`config.mk`:
```
export PLATFORM = sky130hd
export DESIGN_NAME = lut_cfg_loader
export DESIGN_NICKNAME = d
export VERILOG_FILES = /design/src/rtl/lut_cfg_loader.sv
export SDC_FILE = /design/constraint.sdc
export NUM_CORES = 1
export LEC_CHECK = 0
export CORE_MARGIN = 10
export CORE_UTILIZATION = 35
export CTS_BUF_LIST = sky130_fd_sc_hd__clkbuf_16
export DETAILED_ROUTE_END_ITERATION = 8
export SLEW_MARGIN = 20
export SYNTH_ARGS = -nofsm -noshare
export SYNTH_HDL_FRONTEND = slang
export SYNTH_SLANG_ARGS = --single-unit
export TNS_END_PERCENT = 10
```
`constraint.sdc`:
```
create_clock -name QCK -period 1.8 [get_ports QCK]
set_clock_uncertainty 0.1 [all_clocks]
set_input_delay 0.27 -clock QCK [delete_from_list [all_inputs] [get_ports QCK]]
set_output_delay 0.27 -clock QCK [all_outputs]
set_load 0.005 [all_outputs]
```
`src/rtl/lut_cfg_loader.sv`:
```
// ============================================================================
// Module   : lut_cfg_loader
// Purpose  : Bit-serial configuration loader for one L_FRAG logic fragment.
//            Shifts a frame into a shadow register over a valid/ready
//            handshake, optionally checks even parity, and commits the whole
//            truth table to fragBitInfo in a single cycle so the LUT never
//            sees a partial table.
// Options  : `define LUT_CFG_PARITY_EN adds a trailing even-parity bit, the
//            PARITY state and the sticky cfg_err flag. Without it the frame
//            is CFG_WIDTH bits, every frame commits and cfg_err is tied low.
// Revision : 1.0 - initial release
// ============================================================================
`default_nettype none

module lut_cfg_loader #(
    parameter int                   CFG_WIDTH = 16,
    parameter logic [CFG_WIDTH-1:0] RESET_CFG = {CFG_WIDTH{1'b0}}
) (
    input  logic                 QCK,
    input  logic                 QRT,
    input  logic                 cfg_start,
    input  logic                 cfg_din,
    input  logic                 cfg_valid,
    output logic                 cfg_ready,
    output logic [CFG_WIDTH-1:0] fragBitInfo,
    output logic                 cfg_busy,
    output logic                 cfg_done,
    output logic                 cfg_err
);

    localparam int C_CNT_W = $clog2(CFG_WIDTH + 1);
    localparam int C_IDX_W = $clog2(CFG_WIDTH);
    localparam logic [C_CNT_W-1:0] C_CNT_LAST = C_CNT_W'(CFG_WIDTH - 1);

    localparam logic [1:0] S_IDLE   = 2'd0;
    localparam logic [1:0] S_SHIFT  = 2'd1;
    localparam logic [1:0] S_PARITY = 2'd2;
    localparam logic [1:0] S_COMMIT = 2'd3;

    logic [1:0]           r_state;
    logic [1:0]           w_state_nxt;
    logic [CFG_WIDTH-1:0] r_shadow;
    logic [CFG_WIDTH-1:0] r_frag;
    logic [C_CNT_W-1:0]   r_cnt;
    logic                 r_done;
    logic                 w_xfer;
    logic                 w_start_ok;
    logic                 w_commit_ok;

    // A bit moves only when the loader is ready and the source is valid.
    assign w_xfer     = cfg_valid && cfg_ready;
    assign w_start_ok = (r_state == S_IDLE) && cfg_start;

    // State register.
    always_ff @(posedge QCK or posedge QRT) begin
        if (QRT) begin
            r_state <= S_IDLE;
        end else begin
            r_state <= w_state_nxt;
        end
    end

    // Next-state logic; the last data bit goes to PARITY or straight to COMMIT.
    always_comb begin
        w_state_nxt = r_state;
        case (r_state)
            S_IDLE: begin
                if (cfg_start) begin
                    w_state_nxt = S_SHIFT;
                end
            end
            S_SHIFT: begin
                if (w_xfer && (r_cnt == C_CNT_LAST)) begin
`ifdef LUT_CFG_PARITY_EN
                    w_state_nxt = S_PARITY;
`else
                    w_state_nxt = S_COMMIT;
`endif
                end
            end
`ifdef LUT_CFG_PARITY_EN
            S_PARITY: begin
                if (w_xfer) begin
                    w_state_nxt = S_COMMIT;
                end
            end
`endif
            S_COMMIT: begin
                w_state_nxt = S_IDLE;
            end
            default: begin
                w_state_nxt = S_IDLE;
            end
        endcase
    end

    // Handshake and status outputs decoded from the current state.
    always_comb begin
        cfg_ready = (r_state == S_SHIFT) || (r_state == S_PARITY);
        cfg_busy  = (r_state != S_IDLE);
    end

    // Shadow register and bit counter; data bit 0 arrives first.
    always_ff @(posedge QCK or posedge QRT) begin
        if (QRT) begin
            r_shadow <= {CFG_WIDTH{1'b0}};
            r_cnt    <= {C_CNT_W{1'b0}};
        end else if (w_start_ok) begin
            r_cnt <= {C_CNT_W{1'b0}};
        end else if ((r_state == S_SHIFT) && w_xfer) begin
            r_shadow[r_cnt[C_IDX_W-1:0]] <= cfg_din;
            r_cnt                        <= r_cnt + C_CNT_W'(1);
        end
    end

`ifdef LUT_CFG_PARITY_EN
    logic r_par_ok;
    logic r_err;

    // Even parity over the data bits plus the trailing parity bit.
    always_ff @(posedge QCK or posedge QRT) begin
        if (QRT) begin
            r_par_ok <= 1'b0;
        end else if ((r_state == S_PARITY) && w_xfer) begin
            r_par_ok <= ~((^r_shadow) ^ cfg_din);
        end
    end

    // Sticky error: cleared by an accepted start, set by a failed commit.
    always_ff @(posedge QCK or posedge QRT) begin
        if (QRT) begin
            r_err <= 1'b0;
        end else if (w_start_ok) begin
            r_err <= 1'b0;
        end else if ((r_state == S_COMMIT) && !r_par_ok) begin
            r_err <= 1'b1;
        end
    end

    assign w_commit_ok = r_par_ok;
    assign cfg_err     = r_err;
`else
    assign w_commit_ok = 1'b1;
    assign cfg_err     = 1'b0;
`endif

    // Atomic commit of the shadow table, with a one-cycle done pulse after it.
    always_ff @(posedge QCK or posedge QRT) begin
        if (QRT) begin
            r_frag <= RESET_CFG;
            r_done <= 1'b0;
        end else begin
            r_done <= (r_state == S_COMMIT) && w_commit_ok;
            if ((r_state == S_COMMIT) && w_commit_ok) begin
                r_frag <= r_shadow;
            end
        end
    end

    assign fragBitInfo = r_frag;
    assign cfg_done    = r_done;

endmodule

`default_nettype wire

```
==> flow_metrics.py, run 1 <==
metrics = {
    "outcome": {
        "status": "finished, final reports clean",
    },
    "detailed_routing": {
        "routed-wl-met3_um": 230,
        "vias": 1167,
        "wirelength_um": 3400,
        "drc": 0,
        "drtAntennaViolNets": 0,
        "via_per_inst": 4.71,
        "wl_per_cell_um": 13.7,
        "drt_pass1_iterations": 4,
        "drtIter0Drc": 41,
        "dr_wl_met2_um": 1600,
        "routedLengthMet1_um": 1550,
        "top_layer": "met4",
    },
    "placed_design": {
        "dpl.cell_count": 238,
        "place_hpwl_um": 2440,
        "port_buffers": 23,
        "place_ws_ps": -11.0,
        "gp_congestion": 0.836,
    },
    "clocking": {
        "clk_latency_ps": 270,
        "cts_root_buf": "clkbuf_16",
        "cts_tree": "yes",
        "htree_levels": 2,
        "clock_path_buffers": 2,
        "cts_buffers": 5,
        "clkTransAtPathRegs_ps": 50,
        "clock-sinks": 40,
    },
    "final_layout": {
        "syn_to_final_growth_pct": 28.6,
        "finalNonFillerCells": 248,
        "final_common_cell": "dfrtp_1",
        "mostFrequentLayoutCells": "40 x dfrtp_1, 28 x mux2_2, 21 x clkdlybuf4s50_1",
        "drive_above_1_share_pct": 30.3,
        "num-fill-cells": 494,
        "nNetsFinal": 191,
        "n_antenna_cell": 0,
    },
    "grt": {
        "antenna_found_initial": 0,
        "grt_overflow_total": 0,
        "grt_pass1_wl_um": 5800,
        "grt_pass1_vias": 1262,
        "grt.total_usage_pct": 8.19,
        "grt_max_degree": 41,
    },
    "worst_setup_path": {
        "reg2reg_from": "r_state[1]",
        "reg2reg_depth": 5,
        "cp-end-kind": "flip-flop",
        "worst-path-buf-inv": 1,
        "critical_path_required_ps": 1860,
        "setup.worst_path.class": "reg -> reg",
        "critPathMaxFanout": 13,
        "crit_chain": "inv_1, ha_4, nand2_1, nand4_1, mux2_2",
        "reg2reg_slack_ps": 50,
        "cp_slowest_stage_delay_ps": 380,
        "crit_path_start_kind": "flip-flop",
        "crit_family": "simple AND/OR/NAND/NOR gates",
        "reg2reg_to": "r_shadow[11]",
        "arrival_ps": 1810,
        "cpMaxStageDelayCell": "dfrtp_1",
    },
    "sta": {
        "rsz0062_at_grt": "true",
        "post-route-min-period_ps": 1750,
        "setup_slack_ps": 52.2,
        "fmax_mhz": 572,
        "finalHoldViolCount": 0,
        "finalMaxSlewViolations": 0,
        "post-route-period-util_pct": 97.1,
        "setup-violations-final": 0,
    },
    "synth": {
        "ys_ff_latch": 40,
        "synth_area_um2": 1840,
        "synth_fa_ha_area_share_pct": 6.12,
        "syn_inst": 143,
        "synth_top_family_by_area": "multiplexers",
        "synthSimpleGateAreaFrac_pct": 10.7,
        "muxShareOfSynthArea_pct": 20.2,
        "avgSynthCellArea_um2": 12.9,
        "ys_warn_count": 0,
        "synth_compound_area_share_pct": 2.18,
        "seq_area_frac_synth_pct": 54.4,
        "synth_xor_area_share_pct": 0.952,
        "ys_types": 29,
        "syn_nets": 157,
    },
    "die": {
        "boundaryPins": 25,
        "die_w_um": 92.5,
        "rows": 26,
        "die_area_um2": 8560,
        "initial_utilization_pct": 36.0,
        "die_y_um": 92.5,
        "coreArea_um2": 5110,
    },
    "pwr": {
        "power_frac_seq_pct": 37.7,
        "power.share.clock_pct": 26.9,
        "power.density_nw_per_um2": 1270,
        "switchingPower_w": 0.000895,
        "p_leak_nw": 1.10,
        "swShare_pct": 29.8,
        "ir_worst_vdd_mv": 0.568,
        "combPwrFrac_pct": 35.5,
        "power.internal_w": 0.00211,
    },
    "min_path": {
        "hold_class": "in -> async",
    },
    "flow_run": {
        "drv_cap": 0,
    },
}
how the worst max path moves through the flow:
| stage | endpoint | slack [ps] | start | depth (start not counted) |
|---|---|---|---|---|
| floorplan | r_state[1] | 50 | r_cnt[0] | 6 |
| global placement | r_shadow[11] | 30 | cfg_start | 4 |
| detailed placement | r_shadow[8] | -10 | cfg_start | 4 |
| CTS | r_shadow[12] | 40 | r_state[1] | 5 |
| global route | r_shadow[0] | -20 | r_state[1] | 5 |
| finish | r_shadow[11] | 50 | r_state[1] | 5 |
state kept, by name, indices dropped and copies added (netlist names):
signal	count
cfg_done	1
r_shadow	16
r_state	2
r_cnt	5
fragBitInfo	16
layout make-up:
cell class / instances / area [um^2] / area share (%)
Sequential cell: 40 / 1000 / 42.3
Multi-Input combinational cell: 87 / 791 / 33.4
Timing Repair Buffer: 36 / 325 / 13.7
Clock buffer: 5 / 125 / 5.29
Tap cell: 70 / 87.6 / 3.70
Inverter: 7 / 26.3 / 1.11
Clock inverter: 3 / 11.3 / 0.476
logic make-up after synthesis:
group	count (synthesis)
AO/OA/AOI/OAI	6
XOR/XNOR	2
adder cells (fa/ha/maj)	9
buffers and inverters	16
flip-flops	40
multiplexers	33
other	1
AND/OR/NAND/NOR	36
layer usage:
metal | track usage (%) | vias up
met5 | 0 | -
met4 | 2.31 | 0
met3 | 3.71 | 2
met2 | 13.6 | 21
met1 | 9.25 | 575
li1 | - | 569
worst register-to-register path, cell delays in order, from the launching register on:
cell	delay (ps)
dfrtp_1	380
inv_1	160
ha_4	170
nand2_1	250
nand4_1	220
mux2_2	350
synth_stat cells (all sizes together):
master	n	area [um^2]
a211oi	1	7.51
a21oi	2	10.0
a2bb2oi	1	8.76
and2	2	15.0
and2b	1	7.51
and3	1	6.26
buf	8	67.6
clkbuf	1	3.75
conb	1	3.75
dfrtp	40	1000
ha	9	113
inv	7	26.3
mux2	33	372
nand2	4	15.0
nand3	7	35.0
nand4	12	75.1
nor2	4	15.0
nor2b	1	6.26
nor3	3	15.0
o21ai	1	5.00
o22a	1	8.76
or3	1	6.26
xnor2	1	8.76
xor2	1	8.76
power by group through the flow:
stage / Combinational (W) / Sequential [W] / Clock [W]
CTS: 0.00104 / 0.00113 / 0.000835
global route: 0.00119 / 0.00116 / 0.000866
floorplan: 0.000607 / 0.00116 / 0
detailed placement: 0.000979 / 0.00116 / 0
finish: 0.00107 / 0.00113 / 0.000807
global placement: 0.000945 / 0.00115 / 0
through the flow:
| step | hold WS [ps] | power, W | setup TNS, ps | area (um^2) | utilization (%) |
|---|---|---|---|---|---|
| floorplan | 320 | 0.00176 | 0 | 1840 | - |
| CTS | 353 | 0.00300 | 0 | 2330 | 45.6 |
| finish | 332 | 0.00300 | 0 | 2370 | 46.3 |
| global route | 401 | 0.00321 | -62.5 | 2370 | 46.3 |
| detailed placement | 382 | 0.00214 | -14.5 | 2170 | 42.5 |
| global placement | 379 | 0.00210 | 0 | 2170 | 42.5 |
what timing repair did:
action / in CTS / in global routing
hold endpoints to repair: 0 / 0
buffers inserted: 2 / 0
cloned: 0 / 0
pin swaps: 0 / 1
resized for setup: 4 / 7
endpoints found under the setup margin: 2 / 11
hold buffers: 0 / 0
(Power assumes the default switching activity.)
==> run 2, diff against run 1 <==
clock period = 1.4 ns   (was 1.8 ns; I/O delays follow)
==> run 2 against run 1 <==
  * The flow now finishes with violations (negative setup slack)
  * Non-clock buffer count rose by 18
  * Worst hold slack got worse by 150 ps
  * Largest power group is now combinational logic
  * Sequential cell count did not move
  * Clock power rose by 31%
  * Critical endpoint is now r_state[1]
  * Design area rose by 15%
  * Die area did not move
==> flow_metrics.py, run 2 (synthesized netlist as in run 1, its figures left out) <==
metrics = {
    "outcome": {
        "status": "finished, violations left",
        "violations": "negative setup slack",
    },
    "die": {
        "initial_utilization_pct": 36.0,
        "boundaryPins": 25,
        "die_area_um2": 8560,
        "die_w_um": 92.5,
        "coreArea_um2": 5110,
        "die_y_um": 92.5,
        "rows": 26,
    },
    "grt": {
        "antenna_found_initial": 0,
        "grt_overflow_total": 0,
        "grt_pass1_wl_um": 7020,
        "grt.total_usage_pct": 10.1,
        "grt_pass1_vias": 1410,
        "grt_max_degree": 41,
    },
    "final_layout": {
        "drive_above_1_share_pct": 49.2,
        "mostFrequentLayoutCells": "40 x dfrtp_1, 24 x mux2_2, 20 x buf_4",
        "syn_to_final_growth_pct": 48.3,
        "n_antenna_cell": 0,
        "final_common_cell": "dfrtp_1",
        "nNetsFinal": 210,
    },
    "sta": {
        "post-route-period-util_pct": 117,
        "rsz0062_at_grt": "true",
        "timing.hold.ws_ps": 186,
        "post-route-min-period_ps": 1640,
        "fin_setup_tns_ps": -3660,
        "finalMaxSlewViolations": 0,
        "setup_slack_ps": -243,
        "finalHoldViolCount": 0,
        "setup-violations-final": 40,
        "fmax_mhz": 608,
    },
    "detailed_routing": {
        "wl_per_cell_um": 15.7,
        "wirelength_um": 4190,
        "vias": 1280,
        "drtIter0Drc": 88,
        "drc": 0,
        "drt_pass1_iterations": 4,
        "drtAntennaViolNets": 0,
        "via_per_inst": 4.79,
    },
    "worst_setup_path": {
        "cp-end-kind": "flip-flop",
        "setup.worst_path.class": "reg -> reg",
        "arrival_ps": 1700,
        "critical_path_required_ps": 1460,
        "critPathMaxFanout": 2,
        "crit_path_start_kind": "flip-flop",
    },
    "pwr": {
        "swShare_pct": 31.8,
        "p_leak_nw": 1.32,
        "combPwrFrac_pct": 46.3,
        "switchingPower_w": 0.00149,
        "power.density_nw_per_um2": 1720,
        "ir_worst_vdd_mv": 1.05,
        "power.internal_w": 0.00321,
        "power_frac_seq_pct": 31.2,
        "power.share.clock_pct": 22.6,
    },
    "clocking": {
        "clock-sinks": 40,
        "clock_path_buffers": 2,
        "clkTransAtPathRegs_ps": 50,
        "cts_tree": "yes",
        "cts_buffers": 5,
        "cts_root_buf": "clkbuf_16",
        "htree_levels": 2,
        "ctsHoldBuffers": 0,
        "clk_latency_ps": 280,
    },
    "placed_design": {
        "gp_congestion": 0.782,
        "place_hpwl_um": 2880,
        "port_buffers": 23,
    },
    "flow_run": {
        "drv_cap": 0,
    },
    "min_path": {
        "hold_class": "in -> async",
    },
}
## run 2: through the flow
| step | setup slack [ps] | util [%] | std cells | instance area [um^2] | total power (W) |
|---|---|---|---|---|---|
| floorplan | -254 | - | 143 | 1940 | 0.00240 |
| global placement | -311 | 47.0 | 255 | 2400 | 0.00308 |
| detailed placement | -339 | 47.0 | 255 | 2400 | 0.00317 |
| CTS | -224 | 51.4 | 264 | 2630 | 0.00453 |
| global route | -293 | 53.5 | 267 | 2730 | 0.00499 |
| finish | -243 | 53.5 | 267 | 2730 | 0.00471 |
## run 2: area by class of cell
class | count | area (um^2)
Fill cell | 440 | 2380
Sequential cell | 40 | 1000
Multi-Input combinational cell | 88 | 972
Timing Repair Buffer | 54 | 498
Clock buffer | 5 | 125
Tap cell | 70 | 87.6
Inverter | 7 | 31.3
Clock inverter | 3 | 15.0
## run 2: power groups by stage
| stage | clock (W) | combinational [W] | sequential, W |
|---|---|---|---|
| floorplan | 0 | 0.000903 | 0.00150 |
| global placement | 0 | 0.00162 | 0.00147 |
| detailed placement | 0 | 0.00168 | 0.00149 |
| CTS | 0.00110 | 0.00196 | 0.00147 |
| global route | 0.00115 | 0.00235 | 0.00149 |
| finish | 0.00106 | 0.00218 | 0.00147 |
## run 2: layer usage
layer / global-route usage (%) / wire, um / vias to the layer above
met5: 0 / 0 / -
li1: - / - / 610
met2: 17.5 / 2130 / 28
met4: 4.63 / 75 / 0
met3: 3.23 / 246 / 5
met1: 11.0 / 1730 / 637
## run 2: worst max-delay path, cell delays in order (launching register included)
cell and delay (ps):
dfrtp_1 370, ha_2 180, and3_4 200, ha_4 130, nand3_4 60, a2bb2oi_4 170, mux2_4 310
## run 2: what timing repair did
action,4_1_cts,5_1_grt
gates cloned,1,0
resized for setup,49,18
buffers inserted,0,3
endpoints found under the setup margin,58,40
pin swaps,15,12
## run 2: path summary, 6_finish.rpt
check | start | end | cells past startpoint | slack [ps]
setup reg to reg | r_cnt[0] | r_state[1] | 6 | -240
min in group QCK | r_shadow[4] | r_shadow[4] | 1 | 400
max in group asynchronous | QRT | r_state[1] | 3 | 820
hold reg to reg | r_shadow[4] | r_shadow[4] | 1 | 400
setup / recovery | r_cnt[0] | r_state[1] | 6 | -240
hold / removal | QRT | r_shadow[11] | 3 | 190
==> run 3, diff against run 2 <==
ABC_CLOCK_PERIOD_IN_PS = 1400   (was default)
CORE_UTILIZATION = 48   (was 35)
PLACE_DENSITY = 0.74   (was default)
==> run 3 against run 2 <==
  * Cell count is 10% lower
  * Combinational power is 15% lower
  * Via count is 0.23% lower
  * The flow still finishes with violations (negative setup slack)
  * Worst hold slack worse by 6.6 ps
  * Die area is 22% lower
  * Sequential share of layout area is 2.0 points higher
  * Design area is 5.1% lower
  * First-iteration DRC count is 39% lower
==> flow_metrics.py, run 3 (synthesized netlist as in run 1, its figures left out) <==
metrics = {
    "outcome": {
        "status": "finished, violations left",
        "violations": "negative setup slack",
    },
    "clocking": {
        "clock_path_buffers": 2,
        "ctsHoldBuffers": 0,
        "clock-sinks": 40,
        "cts_tree": "yes",
        "clk_latency_ps": 280,
        "cts_buffers": 5,
        "htree_levels": 2,
        "post-cts-setup-buffer-count": 0,
        "cts_root_buf": "clkbuf_16",
        "clkTransAtPathRegs_ps": 50,
    },
    "final_layout": {
        "num-fill-cells": 261,
        "n_antenna_cell": 0,
        "mostFrequentLayoutCells": "40 x dfrtp_1, 24 x mux2_2, 20 x buf_4",
        "final_common_cell": "dfrtp_1",
        "nNetsFinal": 205,
        "drive_above_1_share_pct": 48.7,
        "syn_to_final_growth_pct": 40.8,
        "seq_area_um2": 1000,
        "multi_input_area_um2": 945,
        "final_util_pct": 70.3,
    },
    "grt": {
        "grt_overflow_total": 0,
        "grt_max_degree": 41,
        "antenna_found_initial": 0,
        "grt_pass1_wl_um": 6630,
        "grt_pass1_vias": 1359,
        "grt.total_usage_pct": 12.7,
    },
    "flow_run": {
        "drv_cap": 0,
    },
    "detailed_routing": {
        "drtAntennaViolNets": 0,
        "wirelength_um": 4060,
        "wl_per_cell_um": 17.0,
        "drc": 0,
        "drtIter0Drc": 54,
        "via_per_inst": 5.34,
        "vias": 1277,
        "drt_pass1_iterations": 4,
    },
    "worst_setup_path": {
        "cp_slowest_stage_delay_ps": 350,
        "setup.worst_path.class": "reg -> reg",
        "cpMaxStageDelayCell": "dfrtp_1",
        "crit_chain": "ha_2, and3_4, ha_4, nand3_4, a2bb2oi_4, mux2_4",
        "arrival_ps": 1670,
        "critical_path_required_ps": 1460,
        "crit_path_start_kind": "flip-flop",
        "cp-end-kind": "flip-flop",
        "critPathMaxFanout": 2,
    },
    "pwr": {
        "finalPower_w": 0.00435,
        "p_leak_nw": 1.29,
        "power.density_nw_per_um2": 1680,
        "ir_worst_vdd_mv": 1.08,
    },
    "sta": {
        "rsz0062_at_grt": "true",
        "fmax_mhz": 624,
        "post-route-min-period_ps": 1600,
        "post-route-period-util_pct": 115,
        "setup-violations-final": 22,
        "finalMaxSlewViolations": 0,
        "setup_slack_ps": -203,
        "finalHoldViolCount": 0,
    },
    "placed_design": {
        "place_hpwl_um": 2800,
        "place_ws_ps": -321,
        "gp_congestion": 0.881,
        "port_buffers": 23,
    },
    "die": {
        "boundaryPins": 25,
        "coreArea_um2": 3690,
        "rows": 22,
        "die_area_um2": 6710,
        "die_w_um": 81.9,
        "die_y_um": 81.9,
        "initial_utilization_pct": 49.9,
    },
    "min_path": {
        "hold_class": "in -> async",
    },
}
run 3: cell count changes in the layout (fill, tap and decap cells not counted), sizes merged:
cell	change
buf	-6
clkbuf	+1
clkinvlp	-1
run 3: layout make-up:
cell class | instances | share of cell area, %
tap | 48 | 2.32
timing repair buffer | 49 | 16.4
multi-input combinational | 88 | 36.5
clock inverter | 2 | 0.338
clock buffer | 5 | 4.83
sequential | 40 | 38.6
inverter | 7 | 1.01
run 3: metal layers:
layer / vias up / GRT usage (%) / wire, um
met2: 26 / 21.7 / 2080
met3: 8 / 5.57 / 250
met1: 648 / 14.0 / 1680
met5: - / 0 / 0
met4: 0 / 3.91 / 52
li1: 595 / - / -
run 3: worst max-delay path: cells and delay by family (launching register included):
kind                       cells  cell delay, ps
adders and majority gates      2             330
DFF                            1             350
muxes                          1             300
and+or+nand+nor                2             260
AOI/OAI and AO/OA              1             140
run 3: final timing paths:
kind                             start               to  slack [ps]  cells past startpoint
max reg2reg                   r_cnt[1]       r_state[1]        -200                      6
min in group QCK           r_shadow[0]      r_shadow[0]         390                      1
max                           r_cnt[1]       r_state[1]        -200                      6
min                                QRT  fragBitInfo[11]         180                      3
min reg2reg                r_shadow[0]      r_shadow[0]         390                      1
max in group asynchronous          QRT   fragBitInfo[6]         820                      3
run 3: power by group:
group | total [W] | internal, W | leakage (nW) | switching, W
Sequential | 0.00146 | 0.00136 | 0.543 | 0.000102
Combinational | 0.00185 | 0.000984 | 0.671 | 0.000866
Clock | 0.00104 | 0.000639 | 0.0709 | 0.000403
Total | 0.00435 | 0.00298 | 1.29 | 0.00137
run 3: repair_timing:
item,in CTS,in global routing
endpoints found under the setup margin,57,26
gates resized for setup,39,14
cloned,0,1
pin swaps,13,8
run 3: stage by stage:
step / cell area (um^2) / cells / setup TNS [ps] / hold WS [ps]
5_1_grt: 2590 / 239 / -4220 / 209
3_5_place_dp: 2360 / 231 / -6360 / 383
2_1_floorplan: 1940 / 143 / -4790 / 258
4_1_cts: 2530 / 238 / -3100 / 189
3_3_place_gp: 2360 / 231 / -5230 / 372
6_report: 2590 / 239 / -2690 / 180
